File: src/rtl/mem_arb_pkg.sv
// Shared definitions for the memory arbiter: state encoding and default sizing.
package mem_arb_pkg;

    typedef enum logic {
        IDLE = 1'b0,
        BUSY = 1'b1
    } arb_state_e;

    localparam int DEF_NUM_REQ = 3;
    localparam int DEF_ADDR_W  = 32;
    localparam int DEF_DATA_W  = 32;
    localparam int MAX_REQ     = 4;

endpackage

File: src/rtl/mem_arbiter_pick_rr.sv
// Combinational round-robin picker: lowest eligible index at or above the
// pointer wins; if none, the lowest eligible index overall wins (wrap).
module pick_rr #(
    parameter int N  = 3,
    parameter int PW = (N > 1) ? $clog2(N) : 1
) (
    input  logic [N-1:0]  i_eligible,
    input  logic [PW-1:0] i_ptr,
    output logic [N-1:0]  o_grant,
    output logic          o_valid
);

    logic          w_hiFound;
    logic [PW-1:0] w_hiIdx;
    logic [PW-1:0] w_loIdx;
    logic [PW-1:0] w_winIdx;

    // Scan downwards so the lowest qualifying index is the last one written.
    always_comb begin
        w_hiFound = 1'b0;
        w_hiIdx   = '0;
        w_loIdx   = '0;
        o_valid   = 1'b0;
        for (int i = N - 1; i >= 0; i--) begin
            if (i_eligible[i]) begin
                o_valid = 1'b1;
                w_loIdx = PW'(i);
                if (PW'(i) >= i_ptr) begin
                    w_hiFound = 1'b1;
                    w_hiIdx   = PW'(i);
                end
            end
        end
        w_winIdx = w_hiFound ? w_hiIdx : w_loIdx;
        o_grant  = o_valid ? (N'(1) << w_winIdx) : '0;
    end

endmodule

File: src/rtl/mem_arbiter.sv
// Round-robin arbiter sharing the memory controller's CPU-side port among
// several masters. One transaction at a time, one dead IDLE cycle between.
// Optional locked follow-on transactions are enabled by MEM_ARB_LOCK_EN.
module mem_arbiter
    import mem_arb_pkg::*;
#(
    parameter int NUM_REQ = DEF_NUM_REQ,
    parameter int ADDR_W  = DEF_ADDR_W,
    parameter int DATA_W  = DEF_DATA_W
) (
    input  logic                      clk,
    input  logic                      rst_n,
    input  logic [NUM_REQ-1:0]        req_valid,
    input  logic [NUM_REQ-1:0]        req_write,
    input  logic [NUM_REQ-1:0]        req_lock,
    input  logic [NUM_REQ*ADDR_W-1:0] req_addr,
    input  logic [NUM_REQ*DATA_W-1:0] req_wdata,
    output logic [NUM_REQ-1:0]        req_done,
    output logic [DATA_W-1:0]         req_rdata,
    output logic [NUM_REQ-1:0]        arb_grant,
    output logic [ADDR_W-1:0]         ctl_addr,
    output logic [DATA_W-1:0]         ctl_wdata,
    output logic                      ctl_read,
    output logic                      ctl_write,
    input  logic                      ctl_ready,
    input  logic [DATA_W-1:0]         ctl_rdata
);

    localparam int IDX_W = $clog2(NUM_REQ);

    arb_state_e         r_state;
    logic [IDX_W-1:0]   r_ptr;
    logic [IDX_W-1:0]   r_gidx;
    logic [NUM_REQ-1:0] r_grant;
    logic [NUM_REQ-1:0] r_done;
    logic [DATA_W-1:0]  r_rdata;
    logic [ADDR_W-1:0]  r_ctlAddr;
    logic [DATA_W-1:0]  r_ctlWdata;
    logic               r_ctlRead;
    logic               r_ctlWrite;

    logic [NUM_REQ-1:0] w_elig;
    logic [NUM_REQ-1:0] w_win;
    logic               w_winValid;
    logic [IDX_W-1:0]   w_winIdx;
    logic [ADDR_W-1:0]  w_addr;
    logic [DATA_W-1:0]  w_wdata;
    logic               w_write;
    logic [IDX_W-1:0]   w_nextPtr;

`ifdef MEM_ARB_LOCK_EN
    logic               r_lock;
    logic [NUM_REQ-1:0] w_ptrHot;
    assign w_ptrHot = NUM_REQ'(1) << r_ptr;
`else
    logic               w_unusedLock;
    assign w_unusedLock = ^req_lock;
`endif

    // Eligible set: requesters just completed sit out one cycle, unless a lock holds.
    always_comb begin
        w_elig = req_valid & ~r_done;
`ifdef MEM_ARB_LOCK_EN
        if (r_lock && (|(req_valid & w_ptrHot))) begin
            w_elig = w_ptrHot;
        end
`endif
    end

    pick_rr #(
        .N  (NUM_REQ),
        .PW (IDX_W)
    ) u_pick (
        .i_eligible (w_elig),
        .i_ptr      (r_ptr),
        .o_grant    (w_win),
        .o_valid    (w_winValid)
    );

    // Select the winner's index, address, write data and direction.
    always_comb begin
        w_winIdx = '0;
        w_addr   = '0;
        w_wdata  = '0;
        for (int i = 0; i < NUM_REQ; i++) begin
            if (w_win[i]) begin
                w_winIdx = IDX_W'(i);
                w_addr   = req_addr[i*ADDR_W +: ADDR_W];
                w_wdata  = req_wdata[i*DATA_W +: DATA_W];
            end
        end
        w_write   = |(req_write & w_win);
        w_nextPtr = (r_gidx == IDX_W'(NUM_REQ - 1)) ? '0 : r_gidx + 1'b1;
    end

    // Arbitration FSM with registered command and completion outputs.
    always_ff @(posedge clk or negedge rst_n) begin
        if (!rst_n) begin
            r_state    <= IDLE;
            r_ptr      <= '0;
            r_gidx     <= '0;
            r_grant    <= '0;
            r_done     <= '0;
            r_rdata    <= '0;
            r_ctlAddr  <= '0;
            r_ctlWdata <= '0;
            r_ctlRead  <= 1'b0;
            r_ctlWrite <= 1'b0;
`ifdef MEM_ARB_LOCK_EN
            r_lock     <= 1'b0;
`endif
        end else begin
            case (r_state)
                IDLE: begin
                    r_done <= '0;
`ifdef MEM_ARB_LOCK_EN
                    r_lock <= 1'b0;
`endif
                    if (w_winValid) begin
                        r_grant    <= w_win;
                        r_gidx     <= w_winIdx;
                        r_ctlAddr  <= w_addr;
                        r_ctlWdata <= w_wdata;
                        r_ctlRead  <= ~w_write;
                        r_ctlWrite <= w_write;
                        r_state    <= BUSY;
                    end
                end
                BUSY: begin
                    if (ctl_ready) begin
                        r_rdata    <= ctl_rdata;
                        r_done     <= r_grant;
                        r_grant    <= '0;
                        r_ctlRead  <= 1'b0;
                        r_ctlWrite <= 1'b0;
                        r_state    <= IDLE;
`ifdef MEM_ARB_LOCK_EN
                        r_lock     <= |(req_lock & r_grant);
                        r_ptr      <= (|(req_lock & r_grant)) ? r_gidx : w_nextPtr;
`else
                        r_ptr      <= w_nextPtr;
`endif
                    end
                end
                default: r_state <= IDLE;
            endcase
        end
    end

    assign req_done  = r_done;
    assign req_rdata = r_rdata;
    assign arb_grant = r_grant;
    assign ctl_addr  = r_ctlAddr;
    assign ctl_wdata = r_ctlWdata;
    assign ctl_read  = r_ctlRead;
    assign ctl_write = r_ctlWrite;

endmodule

File: config.mk
export PLATFORM = sky130hd
export DESIGN_NAME = mem_arbiter
export DESIGN_NICKNAME = d
export VERILOG_FILES = /design/src/rtl/mem_arb_pkg.sv /design/src/rtl/mem_arbiter_pick_rr.sv /design/src/rtl/mem_arbiter.sv
export SDC_FILE = /design/constraint.sdc
export NUM_CORES = 1
export LEC_CHECK = 0
export ABC_AREA = 1
export CORE_AREA = 2 2 133 135
export DETAILED_ROUTE_END_ITERATION = 7
export DIE_AREA = 0 0 135 137
export GPL_ROUTABILITY_DRIVEN = 0
export HOLD_SLACK_MARGIN = 0.06
export PLACE_DENSITY = 0.8
export SYNTH_ARGS = -nofsm -noshare
export SYNTH_HDL_FRONTEND = slang
export SYNTH_HIERARCHICAL = 1
export SYNTH_SLANG_ARGS = --single-unit
File: constraint.sdc
create_clock -name clk -period 2.2 [get_ports clk]
set_clock_uncertainty 0.15 [all_clocks]
set_input_delay 0.22 -clock clk [delete_from_list [all_inputs] [get_ports clk]]
set_output_delay 0.22 -clock clk [all_outputs]
set_load 0.005 [all_outputs]
==> results <==
- The flow ran to the end, and the final reports show no timing, DRC or antenna violations.
- 0 antenna diodes ended up in the layout.
- The total overflow reported by the global router is 0.
- The total number of vias is 6,519.
- The number of failing hold endpoints at the final stage is 0.
- The area growth from synthesis to layout is 66.9%.
- The H-tree generated during clock tree synthesis spans 3 levels.
- The launching element type of the critical path is a register.
- In this run the count of I/O pins placed on the die edge is 340.
- The total of flip-flops plus latches after synthesis is 109.
- Synthesis produced a netlist with a net count of 1,078.
- The sequential fraction of the synthesis area is 46.9%.
- The kind of capture point of the worst setup path is a register.
- The upper clock frequency limit is 0.494 GHz.
- The number of global-route vias before repair is 6,254.
- The cell area power density is 1250 nW/µm².
- Detailed placement ended at an HPWL of 14.5 mm.
- The worst relative slew slack is 59.8%.
- The total of endpoints with negative setup slack in the final report is 0.
- The largest net degree at the start of global routing is 110.
- In the routed layout, each cell is associated on average with a via count of ~4.7.
- Setup total negative slack on the finished layout was measured at 0 ns.
- Counting along the longest clock path gives a buffer depth of 2.
- The clock reaches the later pin of the worst-skew pair after ~0.35 ns.
- The area of the core is 17,100 µm².
- VDD sags by at most 673 µV.
- The commonest non-fill, non-tap cell in the layout is nand2_1.
- The data arrival time of the worst path is 2.16 ns.
- The width of the die is 135 µm.
- The layout net count is between 1,000 and 1,500.
- The count of instances resized after the clock tree is built is 0.
- The path type of the worst min-delay path is input port to register.
- Setup repair after global routing left no endpoint under its margin.
- By area the synthesized netlist is led by dfrtp_1 47%, nand2_1 24%, nor2_1 8.5%.
- The clock root buffer is clkbuf_16.
- The first global-routing pass estimated 31.1 mm of wire.
- The actual slew at the worst max-slew pin is between 0.6 and 0.7 ns.
- After detailed routing, the average wire length per cell comes to 14.7 µm.
- Yosys mapped the design onto 20 distinct sky130hd cell types.
- The initialized floorplan defines 48 standard-cell rows.
- The critical path in this run is classified as register to register.
- Measured along the y axis, the die boundary spans 137 µm.
- The filler cell count is 1,596.
- The library cells used most frequently in the layout, excluding fill and tap cells, are 373 x nand2_1, 335 x clkdlybuf4s50_1, 132 x nor2_1.
- The number of design-rule violations left by the first detailed-router iteration is 225.
- The number of setup buffers added after CTS is 0.
- In this run the static leakage power is 0.00465 µW.
- The max-slew violation count is 0.
- The worst endpoint required time is 2.34 ns.
- The share of post-route cells with drive strength above 1 is 4.15%.
- The iteration count of the initial detailed-routing pass is 4.
- The post-detailed-route DRC marker count is 0.
- The share of the clock period used by the worst path after layout is 91.9%.
- The least setup slack across all paths after layout is 0.178 ns.
- After technology mapping, the gate count stands at ~840.
- For flop-to-flop paths, the worst setup slack is 0.18 ns.
- The number of port buffers is about 340.
- After synthesis the cells add up to 5820 µm².
- The yosys synthesis warning count is 6.
- The number of antenna violations at the first check in global routing came to 0.
- The max-capacitance violation count is 0.
- The number of clock buffers inserted by TritonCTS is 9.
- The area of the multi-input gates is 2710 µm².
- The share of the synthesized area in the top cell type is 46.9%.
- The global-route usage over all layers is 21.3%.
- The initial core utilization is 34.1%.
- At the placement stage, the worst setup path has a slack of -0.143 ns.
- Along the worst path, the maximum fanout reaches 24.
- The detail route stage leaves a number of antenna-violating nets equal to 0.
- Summing all flip-flop and latch instances after layout gives 2730 µm².
- The number of clock sinks seen by CTS is around 110.
- The synthesized design spends more area on one cell type than any other, namely dfrtp_1.
- The die area is between 15,000 and 20,000 µm².
- After synthesis, the mean cell area works out to 6.91 µm².
- After clock tree synthesis, the clock-pin slew on the worst setup and hold paths is 0.08 ns.
- The CTS tree is done.
- The total length of routed wires is 20.3 mm.
- The routed design could run at a clock period as short as between 2 and 2.5 ns.
## area by class of cell
class                   instances  area share (%)
clock inverters                 7           0.670
multi-input cells             659            27.8
well taps                     225            2.90
inverters                      17           0.657
flip-flops and latches        109            28.1
clock buffers                   9            2.32
repair buffers                357            37.5
## power breakdown
group / switching, µW / internal (µW) / total, µW / leakage (µW)
clock: 815 / 800 / 1620 / 0.000146
combinational: 3680 / 3410 / 7090 / 0.00314
sequential: 517 / 2940 / 3460 / 0.00137
total: 5010 / 7150 / 12200 / 0.00465
## final timing paths
kind | start | endpoint | cells past startpoint
min | ctl_rdata[6] | req_rdata[6]$_DFFE_PN0P_ | 3
min reg2reg | req_rdata[1]$_DFFE_PN0P_ | req_rdata[1]$_DFFE_PN0P_ | 2
max reg2reg | req_done[1]$_DFFE_PN0P_ | ctl_addr[2]$_DFFE_PN0P_ | 10
max | req_done[1]$_DFFE_PN0P_ | ctl_addr[2]$_DFFE_PN0P_ | 10
min in group asynchronous | rst_n | req_rdata[22]$_DFFE_PN0P_ | 3
max in group asynchronous | rst_n | ctl_wdata[2]$_DFFE_PN0P_ | 3
## state kept, by name (all words and copies together) (netlist names)
name	cells
arb_grant	3
ctl_addr	32
ctl_read	1
ctl_wdata	32
ctl_write	1
r_gidx	2
r_ptr	2
r_state	1
req_done	3
req_rdata	32
## cells in the mapped netlist
master	n
nor2_2	2
buf_6	6
clkbuf_1	10
nand3_1	71
nand2_1	373
nand3b_1	1
o22ai_1	2
inv_1	13
dfrtp_1	109
buf_4	10
a21oi_1	64
o21ai_0	8
nand4_1	1
buf_1	2
o31ai_1	1
buf_2	29
a21boi_4	1
inv_2	4
nor2_1	132
nand2_2	3
## worst max-delay path, cell delays in order (launching register included)
cell      delay [ns]
dfrtp_1         0.40
nor2_1          0.19
inv_1           0.08
nor2_2          0.09
nand2_2         0.07
a21boi_4        0.25
buf_4           0.34
a21oi_1         0.11
nand2_1         0.14
nand2_1         0.08
nand2_1         0.06
## metal layers
| metal | vias to the layer above | part of all wire (%) | global-route usage, % |
|---|---|---|---|
| met1 | 2950 | 40 | 24.7 |
| met4 | 0 | 2.7 | 8.04 |
| li1 | 3251 | - | - |
| met5 | - | 0 | 0 |
| met2 | 279 | 48 | 37.3 |
| met3 | 39 | 9.0 | 6.26 |
## what timing repair did
item	CTS	global route
setup endpoints to repair	0	0
hold buffers	1	0
hold endpoints to repair	109	0
## kinds of logic after synthesis
family / synth area share, %
and+or+nand+nor: 39.5
AOI/OAI and AO/OA: 6.86
DFF: 46.9
buffers and inverters: 6.82
## through the flow
| stage | area (µm²) | util (%) | power (µW) | hold WS [ns] | cells |
|---|---|---|---|---|---|
| after detailed placement | 9410 | 55.2 | 10600 | 0.201 | 1366 |
| after global routing | 9710 | 57.0 | 13200 | 0.252 | 1383 |
| after CTS | 9710 | 57.0 | 12300 | 0.226 | 1383 |
| final | 9710 | 57.0 | 12200 | 0.241 | 1383 |
| after floorplan | 5820 | - | 7210 | -0.226 | 842 |
| after global placement | 9410 | 55.2 | 10500 | 0.203 | 1366 |
No activity file was read; power rests on OpenSTA's default activity.
